$ cat src/rtl/mc_ctrl_fsm_pkg.sv
// Shared definitions for the multicycle MIPS sequencer: state encoding,
// instruction field constants and datapath select codes.
package mc_pkg;

  typedef enum logic [3:0] {
    S_FETCH   = 4'd0,
    S_DECODE  = 4'd1,
    S_MEM_ADR = 4'd2,
    S_MEM_RD  = 4'd3,
    S_LW_WB   = 4'd4,
    S_MEM_WR  = 4'd5,
    S_R_EX    = 4'd6,
    S_R_WB    = 4'd7,
    S_BEQ     = 4'd8,
    S_JMP     = 4'd9,
    S_I_EX    = 4'd10,
    S_I_WB    = 4'd11
  } state_e;

  localparam logic [5:0] OP_RTYPE = 6'b000000;
  localparam logic [5:0] OP_LW    = 6'b100011;
  localparam logic [5:0] OP_SW    = 6'b101011;
  localparam logic [5:0] OP_BEQ   = 6'b000100;
  localparam logic [5:0] OP_J     = 6'b000010;
  localparam logic [5:0] OP_ADDI  = 6'b001000;
  localparam logic [5:0] OP_ADDIU = 6'b001001;
  localparam logic [5:0] OP_SLTI  = 6'b001010;

  localparam logic [5:0] FN_ADD = 6'b100000;
  localparam logic [5:0] FN_SUB = 6'b100010;
  localparam logic [5:0] FN_AND = 6'b100100;
  localparam logic [5:0] FN_OR  = 6'b100101;
  localparam logic [5:0] FN_SLT = 6'b101010;

  localparam logic [2:0] ALU_ADD = 3'b000;
  localparam logic [2:0] ALU_SUB = 3'b001;
  localparam logic [2:0] ALU_AND = 3'b010;
  localparam logic [2:0] ALU_OR  = 3'b011;
  localparam logic [2:0] ALU_SLT = 3'b100;

  localparam logic [1:0] SRCB_B     = 2'b00;
  localparam logic [1:0] SRCB_FOUR  = 2'b01;
  localparam logic [1:0] SRCB_IMM   = 2'b10;
  localparam logic [1:0] SRCB_IMMSH = 2'b11;

  localparam logic [1:0] PCSRC_ALU  = 2'b00;
  localparam logic [1:0] PCSRC_OUT  = 2'b01;
  localparam logic [1:0] PCSRC_JUMP = 2'b10;

endpackage

$ cat src/rtl/mc_ctrl_fsm_if.sv
// Control bus between the sequencer (master) and the multicycle datapath (slave).
interface mc_ctrl_fsm_if;
  logic [5:0] opcode;
  logic [5:0] funct;
  logic       zero;
  logic       pc_ld;
  logic       i_or_d;
  logic       mem_read;
  logic       mem_write;
  logic       ir_write;
  logic       reg_dst;
  logic       mem_to_reg;
  logic       reg_write;
  logic       alu_src_a;
  logic [1:0] alu_src_b;
  logic [2:0] alu_op;
  logic [1:0] pc_src;
  logic       inst_done;
  logic       illegal;

  modport master (
    input  opcode, funct, zero,
    output pc_ld, i_or_d, mem_read, mem_write, ir_write, reg_dst, mem_to_reg,
           reg_write, alu_src_a, alu_src_b, alu_op, pc_src, inst_done, illegal
  );

  modport slave (
    output opcode, funct, zero,
    input  pc_ld, i_or_d, mem_read, mem_write, ir_write, reg_dst, mem_to_reg,
           reg_write, alu_src_a, alu_src_b, alu_op, pc_src, inst_done, illegal
  );
endinterface

$ cat src/rtl/mc_ctrl_fsm_alu_dec.sv
// ALU operation decoder shared by the execute and writeback states; also
// flags whether an R-type funct field is one the datapath supports.
module mc_alu_dec
  import mc_pkg::*;
(
  input  logic [5:0] opcode_i,
  input  logic [5:0] funct_i,
  output logic [2:0] alu_op_o,
  output logic       funct_valid_o
);

  always_comb begin
    alu_op_o      = ALU_ADD;
    funct_valid_o = 1'b0;
    if (opcode_i == OP_RTYPE) begin
      funct_valid_o = 1'b1;
      case (funct_i)
        FN_ADD:  alu_op_o = ALU_ADD;
        FN_SUB:  alu_op_o = ALU_SUB;
        FN_AND:  alu_op_o = ALU_AND;
        FN_OR:   alu_op_o = ALU_OR;
        FN_SLT:  alu_op_o = ALU_SLT;
        default: begin
          alu_op_o      = ALU_ADD;
          funct_valid_o = 1'b0;
        end
      endcase
    end else if (opcode_i == OP_SLTI) begin
      alu_op_o = ALU_SLT;
    end else begin
      alu_op_o = ALU_ADD;
    end
  end

endmodule

$ cat src/rtl/mc_ctrl_fsm.sv
// Moore sequencer for the multicycle MIPS datapath; memory access states are
// stretched by MEM_LAT wait cycles using a small counter.
module mc_ctrl_fsm
  import mc_pkg::*;
#(
  parameter int unsigned MEM_LAT = 0
) (
  input  logic            clk,
  input  logic            rst,
  mc_ctrl_fsm_if.master   bus
);

  localparam int CW = (MEM_LAT == 0) ? 1 : $clog2(MEM_LAT + 1);

  state_e        state_q, state_d;
  logic [CW-1:0] cnt_q, cnt_d;
  logic          cnt_last;
  logic          wait_state;
  logic [2:0]    dec_alu_op;
  logic          dec_funct_valid;

  mc_alu_dec u_alu_dec (
    .opcode_i      (bus.opcode),
    .funct_i       (bus.funct),
    .alu_op_o      (dec_alu_op),
    .funct_valid_o (dec_funct_valid)
  );

  assign cnt_last   = (cnt_q == CW'(MEM_LAT));
  assign wait_state = (state_q == S_FETCH) || (state_q == S_MEM_RD) || (state_q == S_MEM_WR);

  always_ff @(posedge clk) begin
    if (rst) begin
      state_q <= S_FETCH;
      cnt_q   <= '0;
    end else begin
      state_q <= state_d;
      cnt_q   <= cnt_d;
    end
  end

  // Counter returns to zero whenever a wait state completes, so entry always sees 0.
  always_comb begin
    state_d = state_q;
    if (wait_state && !cnt_last) begin
      cnt_d = cnt_q + 1'b1;
    end else begin
      cnt_d = '0;
    end
    case (state_q)
      S_FETCH:   state_d = cnt_last ? S_DECODE : S_FETCH;
      S_DECODE: begin
        case (bus.opcode)
          OP_LW, OP_SW:               state_d = S_MEM_ADR;
          OP_RTYPE:                   state_d = dec_funct_valid ? S_R_EX : S_FETCH;
          OP_BEQ:                     state_d = S_BEQ;
          OP_J:                       state_d = S_JMP;
          OP_ADDI, OP_ADDIU, OP_SLTI: state_d = S_I_EX;
          default:                    state_d = S_FETCH;
        endcase
      end
      S_MEM_ADR: state_d = (bus.opcode == OP_LW) ? S_MEM_RD : S_MEM_WR;
      S_MEM_RD:  state_d = cnt_last ? S_LW_WB : S_MEM_RD;
      S_MEM_WR:  state_d = cnt_last ? S_FETCH : S_MEM_WR;
      S_R_EX:    state_d = S_R_WB;
      S_I_EX:    state_d = S_I_WB;
      S_LW_WB, S_R_WB, S_I_WB, S_BEQ, S_JMP: state_d = S_FETCH;
      default:   state_d = S_FETCH;
    endcase
  end

  always_comb begin
    bus.pc_ld      = 1'b0;
    bus.i_or_d     = 1'b0;
    bus.mem_read   = 1'b0;
    bus.mem_write  = 1'b0;
    bus.ir_write   = 1'b0;
    bus.reg_dst    = 1'b0;
    bus.mem_to_reg = 1'b0;
    bus.reg_write  = 1'b0;
    bus.alu_src_a  = 1'b0;
    bus.alu_src_b  = SRCB_B;
    bus.alu_op     = ALU_ADD;
    bus.pc_src     = PCSRC_ALU;
    bus.inst_done  = 1'b0;
    bus.illegal    = 1'b0;
    if (rst) begin
      bus.pc_ld = 1'b0;
    end else begin
      case (state_q)
        S_FETCH: begin
          bus.mem_read  = 1'b1;
          bus.alu_src_b = SRCB_FOUR;
          bus.ir_write  = cnt_last;
          bus.pc_ld     = cnt_last;
        end
        S_DECODE: begin
          bus.alu_src_b = SRCB_IMMSH;
          // Only undecodable instructions fall straight back to fetch.
          bus.illegal   = (state_d == S_FETCH);
          bus.inst_done = (state_d == S_FETCH);
        end
        S_MEM_ADR: begin
          bus.alu_src_a = 1'b1;
          bus.alu_src_b = SRCB_IMM;
        end
        S_MEM_RD: begin
          bus.i_or_d   = 1'b1;
          bus.mem_read = 1'b1;
        end
        S_LW_WB: begin
          bus.mem_to_reg = 1'b1;
          bus.reg_write  = 1'b1;
          bus.inst_done  = 1'b1;
        end
        S_MEM_WR: begin
          bus.i_or_d    = 1'b1;
          bus.mem_write = 1'b1;
          bus.inst_done = cnt_last;
        end
        S_R_EX: begin
          bus.alu_src_a = 1'b1;
          bus.alu_op    = dec_alu_op;
        end
        S_R_WB: begin
          bus.reg_dst   = 1'b1;
          bus.reg_write = 1'b1;
          bus.alu_op    = dec_alu_op;
          bus.inst_done = 1'b1;
        end
        S_BEQ: begin
          bus.alu_src_a = 1'b1;
          bus.alu_op    = ALU_SUB;
          bus.pc_src    = PCSRC_OUT;
          bus.pc_ld     = bus.zero;
          bus.inst_done = 1'b1;
        end
        S_JMP: begin
          bus.pc_src    = PCSRC_JUMP;
          bus.pc_ld     = 1'b1;
          bus.inst_done = 1'b1;
        end
        S_I_EX: begin
          bus.alu_src_a = 1'b1;
          bus.alu_src_b = SRCB_IMM;
          bus.alu_op    = dec_alu_op;
        end
        S_I_WB: begin
          bus.reg_write = 1'b1;
          bus.alu_op    = dec_alu_op;
          bus.inst_done = 1'b1;
        end
        default: bus.pc_ld = 1'b0;
      endcase
    end
  end

endmodule

$ cat src/flat_wrapper.sv
// flat-port wrapper written by rule: the top's interface ports become plain ports
module mc_ctrl_fsm_flat import mc_pkg::*;
#(
  parameter int unsigned MEM_LAT = 0
)
  (clk, rst, bus_opcode, bus_funct, bus_zero, bus_pc_ld, bus_i_or_d, bus_mem_read, bus_mem_write, bus_ir_write, bus_reg_dst, bus_mem_to_reg, bus_reg_write, bus_alu_src_a, bus_alu_src_b, bus_alu_op, bus_pc_src, bus_inst_done, bus_illegal);
  mc_ctrl_fsm_if bus_i ();
  input  logic clk;
  input  logic rst;
  input wire logic [$bits(bus_i.opcode)-1:0] bus_opcode;
  input wire logic [$bits(bus_i.funct)-1:0] bus_funct;
  input wire logic [$bits(bus_i.zero)-1:0] bus_zero;
  output wire logic [$bits(bus_i.pc_ld)-1:0] bus_pc_ld;
  output wire logic [$bits(bus_i.i_or_d)-1:0] bus_i_or_d;
  output wire logic [$bits(bus_i.mem_read)-1:0] bus_mem_read;
  output wire logic [$bits(bus_i.mem_write)-1:0] bus_mem_write;
  output wire logic [$bits(bus_i.ir_write)-1:0] bus_ir_write;
  output wire logic [$bits(bus_i.reg_dst)-1:0] bus_reg_dst;
  output wire logic [$bits(bus_i.mem_to_reg)-1:0] bus_mem_to_reg;
  output wire logic [$bits(bus_i.reg_write)-1:0] bus_reg_write;
  output wire logic [$bits(bus_i.alu_src_a)-1:0] bus_alu_src_a;
  output wire logic [$bits(bus_i.alu_src_b)-1:0] bus_alu_src_b;
  output wire logic [$bits(bus_i.alu_op)-1:0] bus_alu_op;
  output wire logic [$bits(bus_i.pc_src)-1:0] bus_pc_src;
  output wire logic [$bits(bus_i.inst_done)-1:0] bus_inst_done;
  output wire logic [$bits(bus_i.illegal)-1:0] bus_illegal;
  assign bus_i.opcode = bus_opcode;
  assign bus_i.funct = bus_funct;
  assign bus_i.zero = bus_zero;
  assign bus_pc_ld = bus_i.pc_ld;
  assign bus_i_or_d = bus_i.i_or_d;
  assign bus_mem_read = bus_i.mem_read;
  assign bus_mem_write = bus_i.mem_write;
  assign bus_ir_write = bus_i.ir_write;
  assign bus_reg_dst = bus_i.reg_dst;
  assign bus_mem_to_reg = bus_i.mem_to_reg;
  assign bus_reg_write = bus_i.reg_write;
  assign bus_alu_src_a = bus_i.alu_src_a;
  assign bus_alu_src_b = bus_i.alu_src_b;
  assign bus_alu_op = bus_i.alu_op;
  assign bus_pc_src = bus_i.pc_src;
  assign bus_inst_done = bus_i.inst_done;
  assign bus_illegal = bus_i.illegal;
  mc_ctrl_fsm #(.MEM_LAT(MEM_LAT)) u_core (.clk(clk), .rst(rst), .bus(bus_i));
endmodule
$ cat config.mk
export PLATFORM = sky130hd
export DESIGN_NAME = mc_ctrl_fsm_flat
export DESIGN_NICKNAME = d
export VERILOG_FILES = /design/src/rtl/mc_ctrl_fsm_pkg.sv /design/src/rtl/mc_ctrl_fsm_if.sv /design/src/rtl/mc_ctrl_fsm_alu_dec.sv /design/src/rtl/mc_ctrl_fsm.sv /design/src/flat_wrapper.sv
export SDC_FILE = /design/constraint.sdc
export NUM_CORES = 1
export LEC_CHECK = 0
export BUFFER_PORTS_ARGS = -buffer_cell sky130_fd_sc_hd__buf_4
export CAP_MARGIN = 20
export CORE_MARGIN = 3
export CORE_UTILIZATION = 25
export DETAILED_ROUTE_END_ITERATION = 8
export HOLD_SLACK_MARGIN = 0.06
export SLEW_MARGIN = 20
export SYNTH_ARGS = -nofsm -noshare
export SYNTH_HDL_FRONTEND = slang
export SYNTH_SLANG_ARGS = --single-unit
export TNS_END_PERCENT = 1
$ cat constraint.sdc
create_clock -name clk -period 4.4 [get_ports clk]
set_input_delay 0.66 -clock clk [delete_from_list [all_inputs] [get_ports clk]]
set_output_delay 0.66 -clock clk [all_outputs]
set_load 0.02 [all_outputs]
======== Word level (Yosys, flattened, before mapping) ========
Index checks and enable logic that the tools add are counted.
word-level totals
  flip-flop bits (word level) ............. 5
  input bits .............................. 15
  output and inout port bits .............. 18
  word-level logic and storage cells ...... 85
operators by class
  add/sub/neg operators ................... 1
  equal/unequal tests ..................... 23
  muxes and demuxes ....................... 40
  bitwise operators ....................... 2
  reductions and logical operators ........ 17
operators with widths
  kind                                                  count
  equality test 6 bit (second input constant)           7
  one-hot mux 4 bit (7 select lines)                    1
  two-way mux 1 bit                                     23
  two-way mux 3 bit                                     7
  one-hot mux 4 bit (5 select lines)                    1
  equality test 6 x 4 -> 1 bit (second input constant)  3
  equality test 4 x 3 -> 1 bit (second input constant)  4
  equality test 4 bit (second input constant)           4
  one-hot mux 3 bit (4 select lines)                    1
  OR reduction 2 bit                                    5
  OR reduction 5 bit                                    2
  equality test 4 x 2 -> 1 bit (second input constant)  2
  logical NOT 4 bit                                     2
  OR reduction 4 bit                                    2
  equality test 6 x 2 -> 1 bit (second input constant)  1
  equality test 6 x 3 -> 1 bit (second input constant)  1
  logical NOT 6 bit                                     1
  one-hot mux 1 bit (3 select lines)                    2
  one-hot mux 2 bit (3 select lines)                    1
  one-hot mux 3 bit (2 select lines)                    1
  OR reduction 3 bit                                    2
  equality test 4 x 1 -> 1 bit (second input constant)  1
  two-way mux 2 bit                                     2
  one-hot mux 2 bit (2 select lines)                    1
  4 further kinds                                       6

======== Logic depth before layout (Yosys ltp) ========
  word-level depth ........................ 10
  mapped depth ............................ 6
  mapped depth without buffers ............ 5

======== Hierarchy ========
From an unflattened synthesis, not the netlist that was laid out.
unflattened totals
  cells, all modules ...................... 114
  area, all modules ....................... 827.0 um2
by module, submodules not included
  module       times used  cells an instance  area each (um2)  seq. area each (um2)
  mc_ctrl_fsm  1           99                 689.4            100.1
  mc_alu_dec   1           15                 137.6            0.0

======== Least setup slack after synthesis ========
Ideal clock, no wire load.
  kind .................................... input -> output
  start point ............................. input port rst
  end point ............................... output port bus_pc_ld
  arrival ................................. 1.952 ns
  required time ........................... 3.740 ns
  slack ................................... 1.788 ns
  stages on the path ...................... 2
  path buffers ............................ 1
  cells stage by stage .................... clkbuf_1 a2111oi_0
on the way
  cells in the longest elaborated chain, start to end .. 1
ends and longest elaborated chain
  item                RTL line            text
  start: declaration  flat_wrapper.sv:9   input logic rst;
  two-way mux 1 bit   mc_ctrl_fsm.sv:87   if (rst) begin
  end: declaration    flat_wrapper.sv:13  output wire logic [$bits(bus_i.pc_ld)-1:0] bus_pc_ld;
Every way passes these cells.

======== Final worst setup path ========
  start point ............................. register u_core.state_q[2]
  end point ............................... output port bus_illegal
on the way
  cells in the longest elaborated chain, start to end .. 5
  elaborated cells between the ends (all ways) .. 11
  those cells by class .................... eq/ne (6); mux (3); reduce/logical (2)
ends and longest elaborated chain
  item                                         RTL line            text
  start: declaration                           mc_ctrl_fsm.sv:15   state_e state_q, state_d;
  start signal: assignment                     mc_ctrl_fsm.sv:37   state_q <= state_d;
  equality test 4 bit (tied with other cells)  mc_ctrl_fsm.sv:50   case (state_q)
  one-hot mux 4 bit (7 select lines)           mc_ctrl_fsm.sv:50
  logical NOT 4 bit                            mc_ctrl_fsm.sv:100  bus.illegal = (state_d == S_FETCH);
  two-way mux 1 bit *                          mc_ctrl_fsm.sv:90   case (state_q)
  two-way mux 1 bit *                          mc_ctrl_fsm.sv:87
  end: declaration                             flat_wrapper.sv:26  output wire logic [$bits(bus_i.illegal)-1:0] bus_illegal;
Every way passes the cells marked *; elsewhere a longest branch is shown, timed or not.

==> flow_summary.yaml <==
sta:
  post-route-min-period_ps: 2910
  rsz0062_at_grt: "no"
  setup-tns-final_ps: 0
  layout_worst_path_cycle_share_pct: 66.2
  relSlewSlack_pct: 50.7
  max_clock_freq_mhz: 343
  finalHoldViolCount: 0
  clock_skew_ps: 11.7
  max_slew.worst_pin.slew_ps: 738
  setup_viol: 0
  drv_slew: 0
drt:
  drt_first_pass_iters: 4
  routed_wl_um: 2140
  drtAntennaViolNets: 0
  drc: 0
  vias_per_cell: 5.27
  drtIter0Drc: 30
  vias: 912
  wire_per_inst_um: 12.4
min_path:
  holdPathStages: 2
  hold_class: "in -> reg"
  hold_end: "u_core.state_q[1]"
  hold_path.startpoint: "rst"
synth:
  synth_top_family_by_area: "simple AND/OR/NAND/NOR gates"
  synthArstFlopShare_pct: 0
  synth_area_leaders: "dfxtp_1, nor2_1, nor3_1"
  netlist_area_um2: 743
  synth_edf_count: 0
  synth_xor_area_share_pct: 2.36
  syn_inst: 114
  synthDistinctLibCells: 40
  yosys.area.top_type: "dfxtp_1"
  syn_avg_cell_area_um2: 6.52
  synth_ff_type: "dfxtp_1"
  synth-compound-area-share_pct: 23.4
  synth_adder_area_share_pct: 0
  ys_seq_elements: 5
  ys_seq_area_share_pct: 13.5
  muxShareOfSynthArea_pct: 1.52
  yosys_warnings: 0
  yosysTopAreaCellShare_pct: 13.5
  yosys.area_share.simple_pct: 53.0
  synthesis.nets: 129
placed_design:
  place_area_um2: 987
  routabilityCongestion: 0.780
  hpwl_um: 1600
  port_buffers: 32
setup_path:
  path_class: "reg -> out"
  worst-r2r-cell-count: 5
  worstPathRequired_ps: 3740
  ff2ff_setup_slack_ps: 2490
  arrival_ps: 2250
  crit_path_end_kind: "output pin"
  crit_path_max_fanout: 23
  r2r_start: "u_core.state_q[2]"
  worstSetupStartpointType: "flop"
  timing.rr.end: "u_core.state_q[2]"
finish:
  final_util_pct: 36.1
  fillers: 319
  n_antenna_cell: 0
  area_growth_pct: 36.4
  nNetsFinal: 158
  stdcell_area_mm2: 0.00101
  final_layout_size_suffix_gt1_share_pct: 29.6
floorplanning:
  rows: 19
  die_x_um: 60.5
  die-height_um: 60.5
  ios: 33
  coreArea_mm2: 0.00281
  dieArea_mm2: 0.00366
  start_util_pct: 26.5
clock_network:
  cts_hold_buf: 0
  cts_root_buffer: "clkbuf_4"
  cts_sinks: 5
  clk_pin_slew_ps: 50
  clk_path_buf_depth: 2
  cts_tree: "yes"
  ctsResizeCount: 0
  htree_levels: 1
  post_cts_buffers: 0
  cts_made_buffers: 3
  insertion_delay_ps: 250
pwr:
  power_mw: 0.153
  vdd_drop_max_v: 0.000120
  power_density_mw_per_mm2: 151
  power_leakage_nw: 0.411
flow_run:
  maxCapViolations: 0
outcome:
  outcome: "finished clean"
global_routing:
  grt_pass1_wl_um: 3440
  grt_overflow_total: 0
  grtUsageTotal_pct: 11.9
  grt_antenna_before_repair: 0
  grt_max_degree: 24
  grt_pass1_vias: 787
## synthesized netlist by cell type (all sizes together), types with 3 or more instances
cell and n:
buf 3, nand3 3, nand2b 4, nand2 10
nor4 3, clkbuf 5, o21ai 6, nor3 9
nor2 15, a21oi 8, nor2b 6, dfxtp 5
nor3b 4
## layout make-up
class                           count  area, um2  share of cell area (%)
Multi-Input combinational cell     99        601                    59.3
Timing Repair Buffer               32        240                    23.7
Sequential cell                     5        100                    9.88
Tap cell                           31       38.8                    3.83
Clock buffer                        4       26.3                    2.59
Inverter                            2       7.51                   0.741
## cell usage in the layout, fill, tap and decap left out, types with 3 or more instances in the layout
master and n:
buf_4 32, nor2_1 15, nand2_1 10, nor3_1 9
a21oi_1 8, nor2b_1 6, o21ai_0 6, dfxtp_1 5
nand2b_1 4, nor4_1 3, nor3b_1 3, nand3_1 3
clkbuf_4 3
## state kept, by name, indices dropped and copies added (netlist names)
| signal | cells |
|---|---|
| u_core.state_q | 4 |
| u_core.cnt_q | 1 |
## stage by stage
stage                     hold slack, ps  cells  setup slack, ps
final                                718    173             1490
after global routing                 702    173             1230
after CTS                            709    173             1450
after detailed placement             782    169             1600
after global placement               765    169             1590
after floorplan                      673    114             1790
## cell families (layout without fill, tap and decap cells)
group	Yosys count	in the layout
xor gates and xnor gates	2	2
DFF	5	5
other	1	1
muxes	1	1
AOI/OAI and AO/OA	26	26
buffers and inverters	10	38
and+or+nand+nor	69	69
## worst max-delay path by stage
stage | startpoint | to
after floorplan | rst | bus_pc_ld
after global placement | bus_opcode[0] | bus_inst_done
after detailed placement | bus_opcode[0] | bus_inst_done
after CTS | u_core.state_q[2] | bus_illegal
after global routing | u_core.state_q[2] | bus_illegal
final | u_core.state_q[2] | bus_illegal
## metal layers
metal  global-route usage, %  routed length (um)
met1                    16.3                1020
met2                    18.8                 977
met3                    4.04                 146
met4                    1.24                   0
met5                       0                   0
## critical path, stage by stage (launching register included)
cell,delay [ps]
dfxtp_1,790
nor2_1,100
and2_1,210
o2111a_1,180
or3_1,340
nor3_1,200
buf_4,170
## power breakdown
group / leakage [nW] / total [mW] / internal (mW) / switching, mW
sequential: 0.0409 / 0.0511 / 0.0467 / 0.00441
combinational: 0.355 / 0.0478 / 0.0235 / 0.0243
clock: 0.0150 / 0.0543 / 0.0344 / 0.0199
total: 0.411 / 0.153 / 0.105 / 0.0486
No activity file was read; power rests on OpenSTA's default activity.
